File: src/rtl/fb_arb_pkg.sv
// -----------------------------------------------------------------------------
// fb_arb_pkg
// Shared constants and enumerations for the frame buffer access arbiter.
//   FB_AW / FB_DW : default frame buffer address / data widths
//   arb_state_e   : arbiter FSM states (BOOT, RUN, RD_WAIT)
//   requester_e   : write requester identity, used to remember the last grant
// -----------------------------------------------------------------------------
package fb_arb_pkg;

    localparam int FB_AW = 16;
    localparam int FB_DW = 8;

    typedef enum logic [1:0] {
        BOOT    = 2'd0,
        RUN     = 2'd1,
        RD_WAIT = 2'd2
    } arb_state_e;

    // Encoding doubles as the bit index into the 2-way req/gnt vectors.
    typedef enum logic {
        LOADER = 1'b0,
        HOST   = 1'b1
    } requester_e;

endpackage

File: src/rtl/fb_access_arbiter_if.sv
// -----------------------------------------------------------------------------
// fb_access_arbiter_if
// Bundles the loader, host, renderer and frame buffer signals of the arbiter.
//   slave  modport : arbiter side
//   master modport : environment side (loader, host, renderer, frame buffer)
// Optional macro FB_ARB_STATS_EN adds stat_clr / hs_stall_cnt.
// -----------------------------------------------------------------------------
interface fb_access_arbiter_if #(
    parameter int AW = 16,
    parameter int DW = 8
);
    // loader
    logic          ld_valid;
    logic          ld_ready;
    logic [AW-1:0] ld_addr;
    logic [DW-1:0] ld_data;
    logic          ld_done;
    // host
    logic          hs_valid;
    logic          hs_ready;
    logic          hs_we;
    logic [AW-1:0] hs_addr;
    logic [DW-1:0] hs_wdata;
    logic [DW-1:0] hs_rdata;
    logic          hs_rvalid;
    // renderer
    logic          rn_active;
    logic [AW-1:0] rn_addr;
    logic [DW-1:0] rn_data;
    // frame buffer
    logic          fb_we;
    logic [AW-1:0] fb_wa;
    logic [DW-1:0] fb_wd;
    logic [AW-1:0] fb_ra;
    logic [DW-1:0] fb_rd;
`ifdef FB_ARB_STATS_EN
    logic          stat_clr;
    logic [15:0]   hs_stall_cnt;
`endif

    modport slave (
        input  ld_valid, ld_addr, ld_data, ld_done,
        input  hs_valid, hs_we, hs_addr, hs_wdata,
        input  rn_active, rn_addr, fb_rd,
`ifdef FB_ARB_STATS_EN
        input  stat_clr,
        output hs_stall_cnt,
`endif
        output ld_ready, hs_ready, hs_rdata, hs_rvalid, rn_data,
        output fb_we, fb_wa, fb_wd, fb_ra
    );

    modport master (
        output ld_valid, ld_addr, ld_data, ld_done,
        output hs_valid, hs_we, hs_addr, hs_wdata,
        output rn_active, rn_addr, fb_rd,
`ifdef FB_ARB_STATS_EN
        output stat_clr,
        input  hs_stall_cnt,
`endif
        input  ld_ready, hs_ready, hs_rdata, hs_rvalid, rn_data,
        input  fb_we, fb_wa, fb_wd, fb_ra
    );

endinterface

File: src/rtl/fb_rr_pick.sv
// -----------------------------------------------------------------------------
// fb_rr_pick
// Combinational 2-way round-robin grant.
//   req  [1:0] : request vector, bit index = requester_e
//   last       : requester granted most recently
//   gnt  [1:0] : one-hot grant (or zero when nothing requests)
// -----------------------------------------------------------------------------
module fb_rr_pick
    import fb_arb_pkg::*;
(
    input  logic [1:0] req,
    input  requester_e last,
    output logic [1:0] gnt
);

    always_comb begin
        gnt = 2'b00;
        if (req == 2'b11) begin
            // Contention: the one not served last time wins.
            gnt = (last == HOST) ? 2'b01 : 2'b10;
        end else begin
            gnt = req;
        end
    end

endmodule

File: src/rtl/fb_access_arbiter.sv
// -----------------------------------------------------------------------------
// fb_access_arbiter
// Shares the frame buffer between the flash loader (writes), the host
// (reads/writes) and the video renderer (reads, absolute priority).
//   clk  : system clock
//   rst  : asynchronous active-low reset
//   bus  : fb_access_arbiter_if.slave (loader, host, renderer, fb ports)
// Parameters: AW, DW, BOOT_EXCL (loader exclusive until ld_done).
// Optional macro FB_ARB_STATS_EN adds a saturating host stall counter.
// -----------------------------------------------------------------------------
module fb_access_arbiter
    import fb_arb_pkg::*;
#(
    parameter int AW        = FB_AW,
    parameter int DW        = FB_DW,
    parameter int BOOT_EXCL = 1
) (
    input  logic                 clk,
    input  logic                 rst,
    fb_access_arbiter_if.slave   bus
);

    localparam arb_state_e RST_STATE = (BOOT_EXCL != 0) ? BOOT : RUN;

    arb_state_e    r_state;
    requester_e    r_rr_last;
    logic [AW-1:0] r_rd_addr;
    logic          r_fb_we;
    logic [AW-1:0] r_fb_wa;
    logic [DW-1:0] r_fb_wd;
    logic [DW-1:0] r_hs_rdata;
    logic          r_hs_rvalid;

    logic [1:0]    w_req;
    logic [1:0]    w_gnt;
    logic          w_ld_ready;
    logic          w_hs_ready;
    logic          w_ld_acc;
    logic          w_hs_wr_acc;
    logic          w_hs_rd_acc;

    // Host writes only compete in RUN; in RD_WAIT the loader still owns
    // the write port on its own.
    assign w_req = {bus.hs_valid & bus.hs_we & (r_state == RUN), bus.ld_valid};

    fb_rr_pick u_rr_pick (
        .req  (w_req),
        .last (r_rr_last),
        .gnt  (w_gnt)
    );

    always_comb begin
        w_ld_ready = 1'b0;
        w_hs_ready = 1'b0;
        case (r_state)
            BOOT:    w_ld_ready = 1'b1;
            RUN: begin
                w_ld_ready = w_gnt[0];
                // Reads use the read port, so they only yield to the renderer.
                w_hs_ready = bus.hs_we ? w_gnt[1] : ~bus.rn_active;
            end
            RD_WAIT: w_ld_ready = w_gnt[0];
            default: ;
        endcase
    end

    assign w_ld_acc    = bus.ld_valid & w_ld_ready;
    assign w_hs_wr_acc = bus.hs_valid &  bus.hs_we & w_hs_ready;
    assign w_hs_rd_acc = bus.hs_valid & ~bus.hs_we & w_hs_ready;

    always_ff @(posedge clk or negedge rst) begin
        if (!rst) begin
            r_state     <= RST_STATE;
            r_rr_last   <= HOST;
            r_rd_addr   <= '0;
            r_fb_we     <= 1'b0;
            r_fb_wa     <= '0;
            r_fb_wd     <= '0;
            r_hs_rdata  <= '0;
            r_hs_rvalid <= 1'b0;
        end else begin
            r_fb_we     <= w_ld_acc | w_hs_wr_acc;
            r_hs_rvalid <= 1'b0;
            // Loader and host write grants are mutually exclusive.
            if (w_ld_acc) begin
                r_fb_wa   <= bus.ld_addr;
                r_fb_wd   <= bus.ld_data;
                r_rr_last <= LOADER;
            end else if (w_hs_wr_acc) begin
                r_fb_wa   <= bus.hs_addr;
                r_fb_wd   <= bus.hs_wdata;
                r_rr_last <= HOST;
            end
            case (r_state)
                BOOT: begin
                    if (bus.ld_done) r_state <= RUN;
                end
                RUN: begin
                    if (w_hs_rd_acc) begin
                        r_rd_addr <= bus.hs_addr;
                        r_state   <= RD_WAIT;
                    end
                end
                RD_WAIT: begin
                    r_hs_rdata  <= bus.fb_rd;
                    r_hs_rvalid <= 1'b1;
                    r_state     <= RUN;
                end
                default: r_state <= RST_STATE;
            endcase
        end
    end

    // The read port belongs to the renderer except for the single cycle
    // a host read is being sampled.
    assign bus.fb_ra     = (r_state == RD_WAIT) ? r_rd_addr : bus.rn_addr;
    assign bus.rn_data   = bus.fb_rd;
    assign bus.ld_ready  = w_ld_ready;
    assign bus.hs_ready  = w_hs_ready;
    assign bus.hs_rdata  = r_hs_rdata;
    assign bus.hs_rvalid = r_hs_rvalid;
    assign bus.fb_we     = r_fb_we;
    assign bus.fb_wa     = r_fb_wa;
    assign bus.fb_wd     = r_fb_wd;

`ifdef FB_ARB_STATS_EN
    logic [15:0] r_stall_cnt;

    always_ff @(posedge clk or negedge rst) begin
        if (!rst) begin
            r_stall_cnt <= '0;
        end else if (bus.stat_clr) begin
            r_stall_cnt <= '0;
        end else if (bus.hs_valid && !w_hs_ready && (r_stall_cnt != 16'hFFFF)) begin
            r_stall_cnt <= r_stall_cnt + 16'd1;
        end
    end

    assign bus.hs_stall_cnt = r_stall_cnt;
`endif

endmodule

File: src/flat_wrapper.sv
// flat-port wrapper written by rule: the top's interface ports become plain ports
module fb_access_arbiter_flat import fb_arb_pkg::*;
#(
    parameter int AW        = FB_AW,
    parameter int DW        = FB_DW,
    parameter int BOOT_EXCL = 1
)
  (clk, rst, bus_ld_valid, bus_ld_addr, bus_ld_data, bus_ld_done, bus_hs_valid, bus_hs_we, bus_hs_addr, bus_hs_wdata, bus_rn_active, bus_rn_addr, bus_fb_rd, bus_ld_ready, bus_hs_ready, bus_hs_rdata, bus_hs_rvalid, bus_rn_data, bus_fb_we, bus_fb_wa, bus_fb_wd, bus_fb_ra);
  fb_access_arbiter_if #(.AW(AW), .DW(DW)) bus_i ();
  input  logic clk;
  input  logic rst;
  input wire logic [$bits(bus_i.ld_valid)-1:0] bus_ld_valid;
  input wire logic [$bits(bus_i.ld_addr)-1:0] bus_ld_addr;
  input wire logic [$bits(bus_i.ld_data)-1:0] bus_ld_data;
  input wire logic [$bits(bus_i.ld_done)-1:0] bus_ld_done;
  input wire logic [$bits(bus_i.hs_valid)-1:0] bus_hs_valid;
  input wire logic [$bits(bus_i.hs_we)-1:0] bus_hs_we;
  input wire logic [$bits(bus_i.hs_addr)-1:0] bus_hs_addr;
  input wire logic [$bits(bus_i.hs_wdata)-1:0] bus_hs_wdata;
  input wire logic [$bits(bus_i.rn_active)-1:0] bus_rn_active;
  input wire logic [$bits(bus_i.rn_addr)-1:0] bus_rn_addr;
  input wire logic [$bits(bus_i.fb_rd)-1:0] bus_fb_rd;
  output wire logic [$bits(bus_i.ld_ready)-1:0] bus_ld_ready;
  output wire logic [$bits(bus_i.hs_ready)-1:0] bus_hs_ready;
  output wire logic [$bits(bus_i.hs_rdata)-1:0] bus_hs_rdata;
  output wire logic [$bits(bus_i.hs_rvalid)-1:0] bus_hs_rvalid;
  output wire logic [$bits(bus_i.rn_data)-1:0] bus_rn_data;
  output wire logic [$bits(bus_i.fb_we)-1:0] bus_fb_we;
  output wire logic [$bits(bus_i.fb_wa)-1:0] bus_fb_wa;
  output wire logic [$bits(bus_i.fb_wd)-1:0] bus_fb_wd;
  output wire logic [$bits(bus_i.fb_ra)-1:0] bus_fb_ra;
  assign bus_i.ld_valid = bus_ld_valid;
  assign bus_i.ld_addr = bus_ld_addr;
  assign bus_i.ld_data = bus_ld_data;
  assign bus_i.ld_done = bus_ld_done;
  assign bus_i.hs_valid = bus_hs_valid;
  assign bus_i.hs_we = bus_hs_we;
  assign bus_i.hs_addr = bus_hs_addr;
  assign bus_i.hs_wdata = bus_hs_wdata;
  assign bus_i.rn_active = bus_rn_active;
  assign bus_i.rn_addr = bus_rn_addr;
  assign bus_i.fb_rd = bus_fb_rd;
  assign bus_ld_ready = bus_i.ld_ready;
  assign bus_hs_ready = bus_i.hs_ready;
  assign bus_hs_rdata = bus_i.hs_rdata;
  assign bus_hs_rvalid = bus_i.hs_rvalid;
  assign bus_rn_data = bus_i.rn_data;
  assign bus_fb_we = bus_i.fb_we;
  assign bus_fb_wa = bus_i.fb_wa;
  assign bus_fb_wd = bus_i.fb_wd;
  assign bus_fb_ra = bus_i.fb_ra;
  fb_access_arbiter #(.AW(AW), .DW(DW), .BOOT_EXCL(BOOT_EXCL)) u_core (.clk(clk), .rst(rst), .bus(bus_i));
endmodule
File: config.mk
export PLATFORM = sky130hd
export DESIGN_NAME = fb_access_arbiter_flat
export DESIGN_NICKNAME = d
export VERILOG_FILES = /design/src/rtl/fb_arb_pkg.sv /design/src/rtl/fb_access_arbiter_if.sv /design/src/rtl/fb_rr_pick.sv /design/src/rtl/fb_access_arbiter.sv /design/src/flat_wrapper.sv
export SDC_FILE = /design/constraint.sdc
export NUM_CORES = 1
export LEC_CHECK = 0
export ABC_AREA = 0
export BUFFER_PORTS_ARGS = -buffer_cell sky130_fd_sc_hd__buf_2
export CORE_ASPECT_RATIO = 0.5
export CORE_MARGIN = 8
export CORE_UTILIZATION = 49
export CTS_CLUSTER_DIAMETER = 200
export CTS_CLUSTER_SIZE = 10
export DETAILED_ROUTE_END_ITERATION = 8
export GPL_ROUTABILITY_DRIVEN = 0
export GPL_TIMING_DRIVEN = 0
export MAX_ROUTING_LAYER = met4
export PLACE_DENSITY = 0.91
export SLEW_MARGIN = 20
export SYNTH_ARGS = -nofsm -noshare
export SYNTH_HDL_FRONTEND = slang
export SYNTH_SLANG_ARGS = --single-unit
File: constraint.sdc
create_clock -name clk -period 6.3 [get_ports clk]
set_clock_uncertainty 0.1 [all_clocks]
set_input_delay 1.575 -clock clk [delete_from_list [all_inputs] [get_ports clk]]
set_output_delay 1.575 -clock clk [all_outputs]
set_load 0.05 [all_outputs]
# --- Word-level counts from Yosys, hierarchy flattened ---
# Index checks and enable logic that the tools add are counted.
op_classes:
  n_reduce_logical: 5
  n_mux: 16
  eq_ne: 5
  bitwise_logic: 9
ops:
  columns: ["operator", "n"]
  rows:
  - ["2-to-1 mux 16 bit", 3]
  - ["2-to-1 mux 8 bit", 2]
  - ["2-to-1 mux 2 bit", 4]
  - ["bitwise AND 1 bit", 6]
  - ["one-hot mux 2 bit (3 select lines)", 1]
  - ["2-to-1 mux 1 bit", 5]
  - ["equality test 2 bit, second input constant", 2]
  - ["AND reduction 2 bit", 2]
  - ["equality test 2 x 1 -> 1 bit, second input constant", 1]
  - ["logical NOT 2 bit", 1]
  - ["inequality test 2 x 1 -> 1 bit, second input constant", 1]
  - ["inequality test 2 bit, second input constant", 1]
  - ["inverter 1 bit", 2]
  - ["one-hot mux 1 bit (2 select lines)", 1]
  - ["nonzero test 2 bit", 1]
  - ["OR reduction 2 bit", 1]
  - ["bitwise OR 1 bit", 1]
totals:
  input_bits: 79
  word_cells: 43
  regBits: 53
  out_inout_bits: 60

# --- Longest topological paths before layout ---
# Gate-level depths: netlist (run 1).
depth:
  depth_word: 9
  ltp_mapped: 8
  ltp_nobuf: 5

# --- By module ---
# Synthesis (run 1) repeated with hierarchy kept, for this count alone.
unflattened:
  cells_unflattened: 188
  hier_area_um2: 2802.7
by_module_without_submodules:
  columns: ["mod", "cells_per_inst", "instances", "area_each_um2"]
  rows:
  - ["fb_access_arbiter", 185, 1, 2783.9]
  - ["fb_rr_pick", 3, 1, 18.8]

# --- Least setup slack after synthesis (run 1) ---
# Ideal clock, no wire load.
synth_timing:
  kind: "input to output"
  startpoint: "input bus_hs_we"
  endpoint: "output bus_ld_ready"
  path_stages: 4
  n_path_buf: 1
  required_time_ps: 4625
  t_arrival_ps: 2877
  path_slack_ps: 1748
  cell_sequence: "nand3_1 > clkbuf_1 > o211ai_1 > a21oi_1"
synth_between:
  elab_chain_cells: 5
synth_rtl:
  columns: ["element", "line", "text"]
  rows:
  - ["from (decl)", "flat_wrapper.sv:17", "input wire logic [$bits(bus_i.hs_we)-1:0] bus_hs_we;"]
  - ["bitwise AND 1 bit (2 in series)", "fb_access_arbiter.sv:44", "assign w_req = {bus.hs_valid & bus.hs_we & (r_state == RUN), bus.ld_valid};"]
  - ["equality test 2 bit", "fb_rr_pick.sv:18", "if (req == 2'b11) begin"]
  - ["2-to-1 mux 2 bit", "fb_rr_pick.sv:18", null]
  - ["one-hot mux 1 bit (2 select lines)", "fb_access_arbiter.sv:55", "case (r_state)"]
  - ["to (decl)", "flat_wrapper.sv:23", "output wire logic [$bits(bus_i.ld_ready)-1:0] bus_ld_ready;"]
# Every way passes these cells.

# --- Worst setup path after layout (run 1) ---
# Ends and elaborated chain as after synthesis.

==> impl_results.md, run 1 <==
- Switching part of the total: 0.520
- Yosys synthesis warning count: 0
- Number of setup violations in the final report: 0
- Via count of the first global-routing pass: just under 3,000
- Clock tree from TritonCTS: yes
- Cell with the biggest individual delay on the critical path: sky130_fd_sc_hd__clkbuf_1
- Total of buffers placed on input and output ports: ~140
- Number of H-tree levels: 2
- Syn Nets: 335
- Wire length after detailed routing: 8630 um
- Setup TNS: 0 ns
- Total Nets Final: 480
- Cell seen most often among critical-path stages: sky130_fd_sc_hd__buf_2
- Initial cell density of the core: 0.508
- Share of the clock period used by the worst path after layout: 0.733
- Average detailed-routed wire length per instance: 18.4 um
- Flops & latches, synth: between 50 and 60
- Final HPWL from detailed placement: 6510 um
- Power density over the cells: around 600 nW/um^2
- Max_slew headroom: 0.561
- Final core occ: 0.681
- Routed vias/inst: between 5 and 6
- Run status: complete, no violations
- Buffer depth of the longest clock path: 2
- # Max-Cap Violations: 0
- Top-level I/O count: 139
- Total track usage: 0.204
- Delay of the slowest cell on the worst path: a little under 0.4 ns
- Leakage power: 1.70 nW
- Number of placement rows: 19
- Total clock buffers created by CTS: 5
- Die H: between 60 and 70 um
- CTS Root Buffer Type: sky130_fd_sc_hd__clkbuf_16
- DIE AREA: 8490 um^2
- Number of cells produced by synthesis: between 200 and 300
- Maximum clock frequency: around 0.22 GHz
- Crit-path cells: buf_2 -> nand3_1 -> clkbuf_1 -> o211ai_1 -> a21oi_1 -> buf_2
- Kind of start point of the critical path: input port
- Data arrival time of the worst path: 2.94 ns
- Reg clk slew, reported paths: roughly 0.060 ns
- Die X: about 120 um
- Antenna diodes: 0
- DR DRC count: 0
- Time the final worst path needs with I/O delays and setup: 4.62 ns
- Internal power contribution: 1.07 mW
- WS Path Type: input port to output port
- Hold-fix buffers at CTS: 0
- Antenna-violating nets left: 0
- Number of instances resized during post-cts repair: 0
- Largest net degree at the start of global routing: 54
- Initial antenna violation count: 0
- Growth of design area from synthesis to finish: 34.0%
- Maximum fanout count along the critical path: 10
- Filler-free cell count of the finished design: about 470
- Global-route wire length before repair: approximately 14,000 um
- NetSw: ~1.2 mW
- Max-slew violation count: 0
- Clock insertion delay at the later pin of the skew report: between 0.2 and 0.3 ns
- Final hold violation count: 0
- Clock Sinks: between 50 and 60
- Via Count: between 2,000 and 3,000
- Combinational cell fraction of total power: 0.596
- Netlist Area Pre-Place: ~2800 um^2
- Syn_area_per_cell: about 11 um^2
- RSZ-0062 raised after global routing: no
- Number of distinct library cells after synthesis: 30
- Hold/Removal Path Class: register to register
- Detailed router's first-iteration violation count: roughly 200
- Placed cell count: around 460
- Drt pass-1 iters: 5
- Final global-route overflow total: 0
- Share of total power in the clock network: 0.135
- Proportion of power drawn by flip-flops and latches: 0.270
- Core area: between 5000 and 6000 um^2
- Worst IR Drop VDD: ~0.31 mV
- Worst path required time: approximately 4.6 ns
- Category of the worst setup path capture point: output port
- Total setup buffers inserted after CTS: 0
- Transition time at the pin with the least slew margin: approximately 0.66 ns
- Share of post-route cells with drive strength above 1: 0.492
- Share of the yosys chip area belonging to registers: 0.477
synthesized netlist by cell type, drive strengths merged:
library cell,n,share of area
a2111oi,24,0.076
a211o,1,0.0032
a21oi,1,0.0018
a31oi,25,0.059
and2,1,0.0023
and3,1,0.0023
buf,18,0.046
clkbuf,15,0.020
dfrtp,52,0.47
dfstp,1,0.0095
ha,5,0.023
inv,4,0.0054
mux2,41,0.17
mux2i,1,0.0036
nand2,1,0.0013
nand2b,1,0.0023
nand3,25,0.045
nor2,4,0.0054
nor4bb,1,0.0036
o211ai,1,0.0027
o21ai,25,0.045
o21bai,1,0.0027
o22a,1,0.0032
o32a,1,0.0036
worst max-delay path: cells and delay by family:
family / cells / cell delay [ns]
simple gates: 1 / 0.24
buf+inv: 3 / 0.79
compound gates: 2 / 0.33
state kept, by name (all words and copies together), names as in the netlist:
register / flops
u_core.bus.fb_we: 1
u_core.bus.fb_wd: 8
u_core.bus.hs_rdata: 8
u_core.r_rd_addr: 16
u_core.r_state: 2
u_core.r_rr_last: 1
u_core.bus.fb_wa: 16
u_core.bus.hs_rvalid: 1
power groups by stage:
stage	Sequential, mW	Combinational (mW)	Clock, mW
floorplan	0.976	0.619	0
global placement	0.597	1.30	0
detailed placement	0.603	1.33	0
CTS	0.600	1.33	0.306
global route	0.624	1.41	0.322
finish	0.603	1.33	0.301
logic make-up after synthesis:
| kind of cell | count (synthesis) | share of synthesized area |
|---|---|---|
| AOI/OAI and AO/OA | 80 | 0.197 |
| adders and majority gates | 5 | 0.0225 |
| and+or+nand+nor | 34 | 0.0621 |
| buffers and inverters | 37 | 0.0716 |
| DFF | 53 | 0.478 |
| muxes | 42 | 0.170 |
worst paths after layout:
| kind | startpoint | endpoint | slack, ns | cells after the start |
|---|---|---|---|---|
| worst max-delay path | bus_hs_we | bus_ld_ready | 1.68 | 6 |
| worst min-delay path | u_core.r_rd_addr[10]$_DFFE_PN0P_ | u_core.r_rd_addr[10]$_DFFE_PN0P_ | 0.39 | 1 |
| worst max register to register | u_core.r_state[0]$_DFFE_PN0P_ | u_core.bus.fb_wa[3]$_DFFE_PN0P_ | 4.15 | 6 |
| worst min register to register | u_core.r_rd_addr[10]$_DFFE_PN0P_ | u_core.r_rd_addr[10]$_DFFE_PN0P_ | 0.39 | 1 |
| max in group asynchronous | rst | u_core.bus.fb_wd[0]$_DFFE_PN0P_ | 4.45 | 1 |
| min in group asynchronous | rst | u_core.bus.hs_rdata[5]$_DFFE_PN0P_ | 1.23 | 1 |
layer usage:
| metal | vias up | global-route usage | part of all wire |
|---|---|---|---|
| li1 | 1249 | - | - |
| met1 | 1308 | 0.232 | 0.39 |
| met5 | - | - | 0 |
| met2 | 160 | 0.349 | 0.51 |
| met4 | 0 | 0.0737 | 0.021 |
| met3 | 22 | 0.0382 | 0.072 |
cell usage in the layout, fill, tap and decap left out, drive strengths merged, types with 4 or more instances in the layout:
master and n:
a31oi 25, buf 156, clkbuf 20, o21ai 25, a2111oi 24, nand3 25
ha 5, dfrtp 52, nor2 4, inv 4, mux2 41
metrics by stage:
step                hold slack [ns]  setup WS (ns)  area (um^2)  power [mW]
finish                        0.385           1.68         3720        2.24
CTS                           0.388           1.68         3720        2.24
floorplan                     0.352           1.75         2780        1.59
global placement              0.367           1.73         3560        1.90
detailed placement            0.373           1.71         3560        1.93
global route                  0.411           1.64         3720        2.35
final cells by class:
class	count	area, um^2
fill	426	1740
inverter	4	15.0
multi-input combinational	161	1250
timing repair buffer	138	693
clock buffer	5	125
clock inverter	2	35.0
buffer	33	184
sequential	53	1330
tap	73	91.3
Power figures use the tool's default switching activity.
==> run 2: changes to the inputs <==
- ABC_AREA: 0 -> 1
- CORE_UTILIZATION: 49 -> 47
- PLACE_DENSITY: 0.91 -> 0.87
- clock period: 6.3 -> 4.68 ns (I/O delays scaled with it)
==> run 2 against run 1 <==
First-iteration DRC count decreased by 18%. Critical path depth increased by 1. Die area up 8.6%. Critical endpoint is now bus_hs_ready.
==> impl_results.md, run 2 <==
- Clock Sinks: 53
- Total setup buffers inserted after CTS: 0
- Data arrival time of the worst path: approximately 2.3 ns
- Number of H-tree levels: 2
- Share of the clock period used by the worst path after layout: 0.766
- Number of flops mapped to enable cells by yosys: 0
- Buffer depth of the longest clock path: 2
- Routed vias/inst: between 4 and 5
- Top flip-flop cell by instance count after synthesis: sky130_fd_sc_hd__dfrtp_1
- Worst IR Drop VDD: between 0.3 and 0.4 mV
- Power density over the cells: slightly above 800 nW/um^2
- Antenna-violating nets left: 0
- Number of placement rows: 20
- Cell type with the highest aggregate area in the netlist: sky130_fd_sc_hd__dfrtp_1
- Most repeated cell in the gate-level netlist after synthesis: sky130_fd_sc_hd__nand2_1
- Hold/Removal Path Class: register to register
- Main area contributors after synthesis: sky130_fd_sc_hd__dfrtp_1, sky130_fd_sc_hd__nand2_1, sky130_fd_sc_hd__mux2_2, sky130_fd_sc_hd__nand4_1, sky130_fd_sc_hd__nand3_1
- Via Count: 2,871
- Kind of start point of the critical path: input port
- Cell seen most often among critical-path stages: sky130_fd_sc_hd__buf_2
- Maximum clock frequency: around 0.28 GHz
- Hold Slack: roughly 0.38 ns
- Final hold violation count: 0
- Leading post-synthesis cells by instance count: sky130_fd_sc_hd__nand2_1, sky130_fd_sc_hd__dfrtp_1, sky130_fd_sc_hd__inv_1, sky130_fd_sc_hd__nand4_1
- Initial antenna violation count: 0
- DIE AREA: ~9000 um^2
- Leakage power: 2.26 nW
- Share of the yosys chip area belonging to registers: 0.451
- Yosys synthesis warning count: 0
- Commonest cells after routing, fill and taps aside: sky130_fd_sc_hd__nand2_1, sky130_fd_sc_hd__buf_2, sky130_fd_sc_hd__dfrtp_1, sky130_fd_sc_hd__inv_1, sky130_fd_sc_hd__nand4_1
- Hold-fix buffers at CTS: 0
- Cell with the biggest individual delay on the critical path: sky130_fd_sc_hd__buf_2
- # Max-Cap Violations: 0
- Wire length after detailed routing: slightly below 9000 um
- Reg clk slew, reported paths: roughly 0.060 ns
- Die H: 72.0 um
- Max_slew headroom: 0.540
- CTS Root Buffer Type: sky130_fd_sc_hd__clkbuf_16
- Final HPWL from detailed placement: approximately 6600 um
- Global-route wire length before repair: 13,800 um
- Netlist Area Pre-Place: around 3000 um^2
- Core area: slightly above 6000 um^2
- Initial cell density of the core: 0.487
- WHS Path Cells: 2
- Total track usage: 0.191
- WS Path Type: input port to output port
- Fraction of registers with async set or reset after synthesis: 1.00
- R2r worst-path depth: 7
- Final global-route overflow total: 0
- Share of post-route cells with drive strength above 1: 0.398
- Detailed router's first-iteration violation count: about 160
- Category of the worst setup path capture point: output port
- Worst-case register-to-register setup slack: about 2.7 ns
- Average detailed-routed wire length per instance: 14.7 um
- Maximum fanout count along the critical path: 10
- Crit-path cells: buf_2 -> nand3_2 -> a21oi_4 -> inv_2 -> buf_6 -> a21oi_1 -> buf_2
- Antenna diodes: 0
- Delay of the slowest cell on the worst path: between 0.2 and 0.3 ns
- Fill cell count: about 540
- Commonest non-fill, non-tap cell in the layout: sky130_fd_sc_hd__nand2_1
- Growth of design area from synthesis to finish: 31.9%
- Top-level I/O count: about 140
- Time the final worst path needs with I/O delays and setup: between 3 and 4 ns
- RSZ-0062 raised after global routing: no
- Via count of the first global-routing pass: between 2,000 and 3,000
- Total clock buffers created by CTS: 5
- Number of instances resized during post-cts repair: 0
- Clock tree from TritonCTS: yes
- DR DRC count: 0
- Flops & latches, synth: 53
- Total Nets Final: around 600
- Clock insertion delay at the later pin of the skew report: approximately 0.29 ns
- Largest net degree at the start of global routing: 54
- Max-slew violation count: 0
- Setup TNS: 0 ns
- Number of distinct library cells after synthesis: 23
- Die X: 128 um
- Number of setup violations in the final report: 0
- Number of cells produced by synthesis: 358
- Top-area cell type share of the netlist area: 0.442
- Total of buffers placed on input and output ports: around 140
- Run status: complete, no violations
- Syn_area_per_cell: a little over 8 um^2
- Syn Nets: between 400 and 500
- Transition time at the pin with the least slew margin: 0.690 ns
- Worst path required time: between 3 and 4 ns
- Drt pass-1 iters: 4
[run 2: area by class of cell]
cell class / count / area [um^2] / share of cell area
flip-flops and latches: 53 / 1330 / 0.341
multi-input cells: 241 / 1280 / 0.330
repair buffers: 137 / 688 / 0.177
plain buffers: 29 / 205 / 0.0528
clock buffers: 7 / 143 / 0.0367
inverters: 35 / 131 / 0.0338
well taps: 88 / 110 / 0.0283
[run 2: where the power goes]
group	switching (mW)	internal (mW)	total, mW
Sequential	0.125	0.694	0.819
Clock	0.156	0.210	0.367
Combinational	1.42	0.538	1.95
[run 2: worst max-delay path, delay by kind of cell]
family          cells  cell delay [ns]
compound gates      2             0.34
buf+inv             4             0.69
simple gates        1             0.10
[run 2: final timing paths]
check,start,to
worst max register to register,u_core.r_state[1]$_DFFE_PN0P_,u_core.r_state[1]$_DFFE_PN0P_
min in group asynchronous,rst,u_core.bus.fb_wd[1]$_DFFE_PN0P_
worst max-delay path,bus_hs_we,bus_hs_ready
max in group asynchronous,rst,u_core.bus.hs_rdata[0]$_DFFE_PN0P_
worst min register to register,u_core.r_rd_addr[9]$_DFFE_PN0P_,u_core.r_rd_addr[9]$_DFFE_PN0P_
worst min-delay path,u_core.r_rd_addr[9]$_DFFE_PN0P_,u_core.r_rd_addr[9]$_DFFE_PN0P_
[run 2: metrics by stage]
step	total power [mW]	cells	setup WS, ns	area [um^2]	utilization
6_report	3.14	590	1.10	3890	0.642
5_1_grt	3.32	590	1.02	3890	0.642
4_1_cts	3.15	590	1.09	3890	0.642
3_5_place_dp	2.77	583	1.09	3740	0.618
3_3_place_gp	2.72	583	1.09	3740	0.618
2_1_floorplan	2.30	358	0.883	2950	-
[run 2: cells by family after synthesis]
| family | count (synthesis) | share of synthesized area |
|---|---|---|
| buffers and inverters | 64 | 0.114 |
| muxes | 24 | 0.0917 |
| DFF | 53 | 0.451 |
| AOI/OAI and AO/OA | 9 | 0.0191 |
| and+or+nand+nor | 203 | 0.303 |
| adders and majority gates | 5 | 0.0212 |
[run 2: metal layers]
layer  up-vias  part of all wire  global-route usage
li1       1423                 -                   -
met1      1341              0.41               0.214
met2        97              0.52               0.343
met3        10             0.055              0.0380
met4         0             0.017              0.0561
met5         -                 0                   -
==> run 3: changes to the inputs <==
- CORE_UTILIZATION: 47 -> 42
- PLACE_DENSITY: 0.87 -> 0.82
- clock period: 4.68 -> 2.9 ns (I/O delays scaled with it)
==> run 3 against run 2 <==
Sequential power grew 61%. First-iteration DRC count grew 26%. Cell count grew 0.85%. Non-clock buffer count grew 1. Wire length grew 2.2%. Sequential share of layout area shrank 0.32 points. Count of clock-buffer cells in the layout shrank 1. Power grew 62%. Die area grew 9.8%. Clock power grew 64%. Largest cell class unchanged.
==> impl_results.md, run 3 (synthesis gave the netlist of run 2 again) <==
- R2r worst-path depth: 7
- Clock tree from TritonCTS: yes
- Number of setup violations in the final report: 0
- Maximum clock frequency: between 0.3 and 0.4 GHz
- Max_slew headroom: 0.544
- Final HPWL from detailed placement: ~6700 um
- Clock insertion delay at the later pin of the skew report: around 0.29 ns
- Hold/Removal Path Class: input port to async pin
- Hold Slack: roughly 0.37 ns
- Sequential cell area: 1330 um^2
- Launching point of the worst reg2reg path: u_core.r_state[1]$_DFFE_PN0P_
- Die X: 134 um
- Total of buffers placed on input and output ports: ~140
- Worst IR Drop VDD: roughly 0.47 mV
- Die H: between 70 and 80 um
- Maximum fanout count along the critical path: 10
- Core area: 6730 um^2
- Number of H-tree levels: 2
- Reg clk slew, reported paths: roughly 0.07 ns
- Top-level I/O count: roughly 140
- Final global-route overflow total: 0
- Antenna diodes: 0
- Detailed router's first-iteration violation count: 200
- Cell with the biggest individual delay on the critical path: sky130_fd_sc_hd__dfrtp_1
- Placed cell count: about 590
- Post-layout worst setup margin: 0.106 ns
- Routed vias/inst: 4.84
- Share of the clock period used by the worst path after layout: 0.963
- Wire length after detailed routing: 8870 um
- DIE AREA: 10,100 um^2
- CTS Root Buffer Type: sky130_fd_sc_hd__clkbuf_16
- Global-route wire length before repair: 13,800 um
- # Max-Cap Violations: 0
- Area used by multi-input combinational logic: 1290 um^2
- Delay of the slowest cell on the worst path: between 0.4 and 0.5 ns
- Buffer depth of the longest clock path: 2
- Transition time at the pin with the least slew margin: 0.683 ns
- Filler-free cell count of the finished design: ~600
- Commonest cells after routing, fill and taps aside: sky130_fd_sc_hd__nand2_1, sky130_fd_sc_hd__buf_2, sky130_fd_sc_hd__dfrtp_1, sky130_fd_sc_hd__inv_1, sky130_fd_sc_hd__nand4_1
- Via count of the first global-routing pass: about 2,900
- Leakage power: 2.26 nW
- Critical path destination: bus_fb_ra[12]
- Crit-path cells: inv_1 -> ha_1 -> clkbuf_4 -> buf_4 -> mux2_2 -> buf_2
- Clock Sinks: 53
- Total track usage: 0.175
- WS Path Type: register to output port
- Data arrival time of the worst path: around 2.0 ns
- Average detailed-routed wire length per instance: roughly 15 um
- Post-placement worst setup slack: about 0.2 ns
- Power density over the cells: about 1300 nW/um^2
- Run status: complete, no violations
- Via Count: between 2,000 and 3,000
- Share of post-route cells with drive strength above 1: 0.406
- Final core occ: 0.583
- Critical path origin: u_core.r_state[0]$_DFFE_PN0P_
- Total clock buffers created by CTS: 5
- Total Nets Final: 587
- Final hold violation count: 0
- Initial antenna violation count: 0
- Drt pass-1 iters: 4
- Commonest non-fill, non-tap cell in the layout: sky130_fd_sc_hd__nand2_1
- Antenna-violating nets left: 0
- Number of placement rows: 21
- DR DRC count: 0
- Worst path required time: 2.08 ns
- Time the final worst path needs with I/O delays and setup: approximately 2.8 ns
- Worst-case register-to-register setup slack: around 1.0 ns
- Category of the worst setup path capture point: output port
- RSZ-0062 raised after global routing: no
- Worst flop-to-flop path endpoint: u_core.r_rd_addr[1]$_DFFE_PN0P_
- Setup TNS: 0 ns
- Initial cell density of the core: 0.438
- Kind of start point of the critical path: register
- Growth of design area from synthesis to finish: 33.2%
- Largest net degree at the start of global routing: between 50 and 60
- Max-slew violation count: 0
- Fill cell count: between 600 and 700
-- run 3: critical path: cells and delay by family, from the launching register on --
kind / cells / cell delay (ns)
fa+ha+maj: 1 / 0.17
buf+inv: 4 / 0.72
mux: 1 / 0.35
flops: 1 / 0.43
-- run 3: layout make-up --
cell class | count | area share
timing repair buffer | 138 | 0.178
clock inverter | 1 | 0.00191
multi-input combinational | 241 | 0.328
inverter | 35 | 0.0335
sequential | 53 | 0.338
tap | 92 | 0.0293
buffer | 29 | 0.0552
clock buffer | 6 | 0.0354
-- run 3: how the worst min path moves through the flow --
stage	from	to	slack (ns)	depth (start not counted)
after floorplan	rst	u_core.bus.fb_wa[0]$_DFFE_PN0P_	0.33	0
after global placement	u_core.r_rd_addr[12]$_DFFE_PN0P_	u_core.r_rd_addr[12]$_DFFE_PN0P_	0.36	2
after detailed placement	u_core.r_rd_addr[10]$_DFFE_PN0P_	u_core.r_rd_addr[10]$_DFFE_PN0P_	0.36	2
after CTS	u_core.r_rd_addr[3]$_DFFE_PN0P_	u_core.r_rd_addr[3]$_DFFE_PN0P_	0.38	2
after global routing	u_core.r_rd_addr[9]$_DFFE_PN0P_	u_core.r_rd_addr[9]$_DFFE_PN0P_	0.40	2
final	rst	u_core.bus.fb_wd[3]$_DFFE_PN0P_	0.37	1
-- run 3: per-layer routing --
metal  global-route usage  vias to the layer above  routed length, um
met4               0.0493                        0                111
met1                0.205                     1356               3720
met5                    -                        -                  0
met3               0.0360                        8                519
met2                0.307                       98               4520
li1                     -                     1420                  -
-- run 3: per-stage QoR --
step / area [um^2] / power, mW
after floorplan: 2950 / 3.71
after global placement: 3750 / 4.40
after detailed placement: 3750 / 4.47
after CTS: 3910 / 5.10
after global routing: 3920 / 5.41
final: 3920 / 5.08
-- run 3: where the power goes --
| part | internal, mW | switching, mW | total, mW |
|---|---|---|---|
| combinational | 0.890 | 2.27 | 3.16 |
| clock | 0.339 | 0.264 | 0.603 |
| sequential | 1.12 | 0.201 | 1.32 |
| total | 2.35 | 2.73 | 5.08 |
-- run 3: repair_timing --
item / CTS / global route
hold buffers: 0 / 0
setup buffers: 0 / 1
gates resized for setup: 4 / 2
endpoints found under the setup margin: 10 / 12
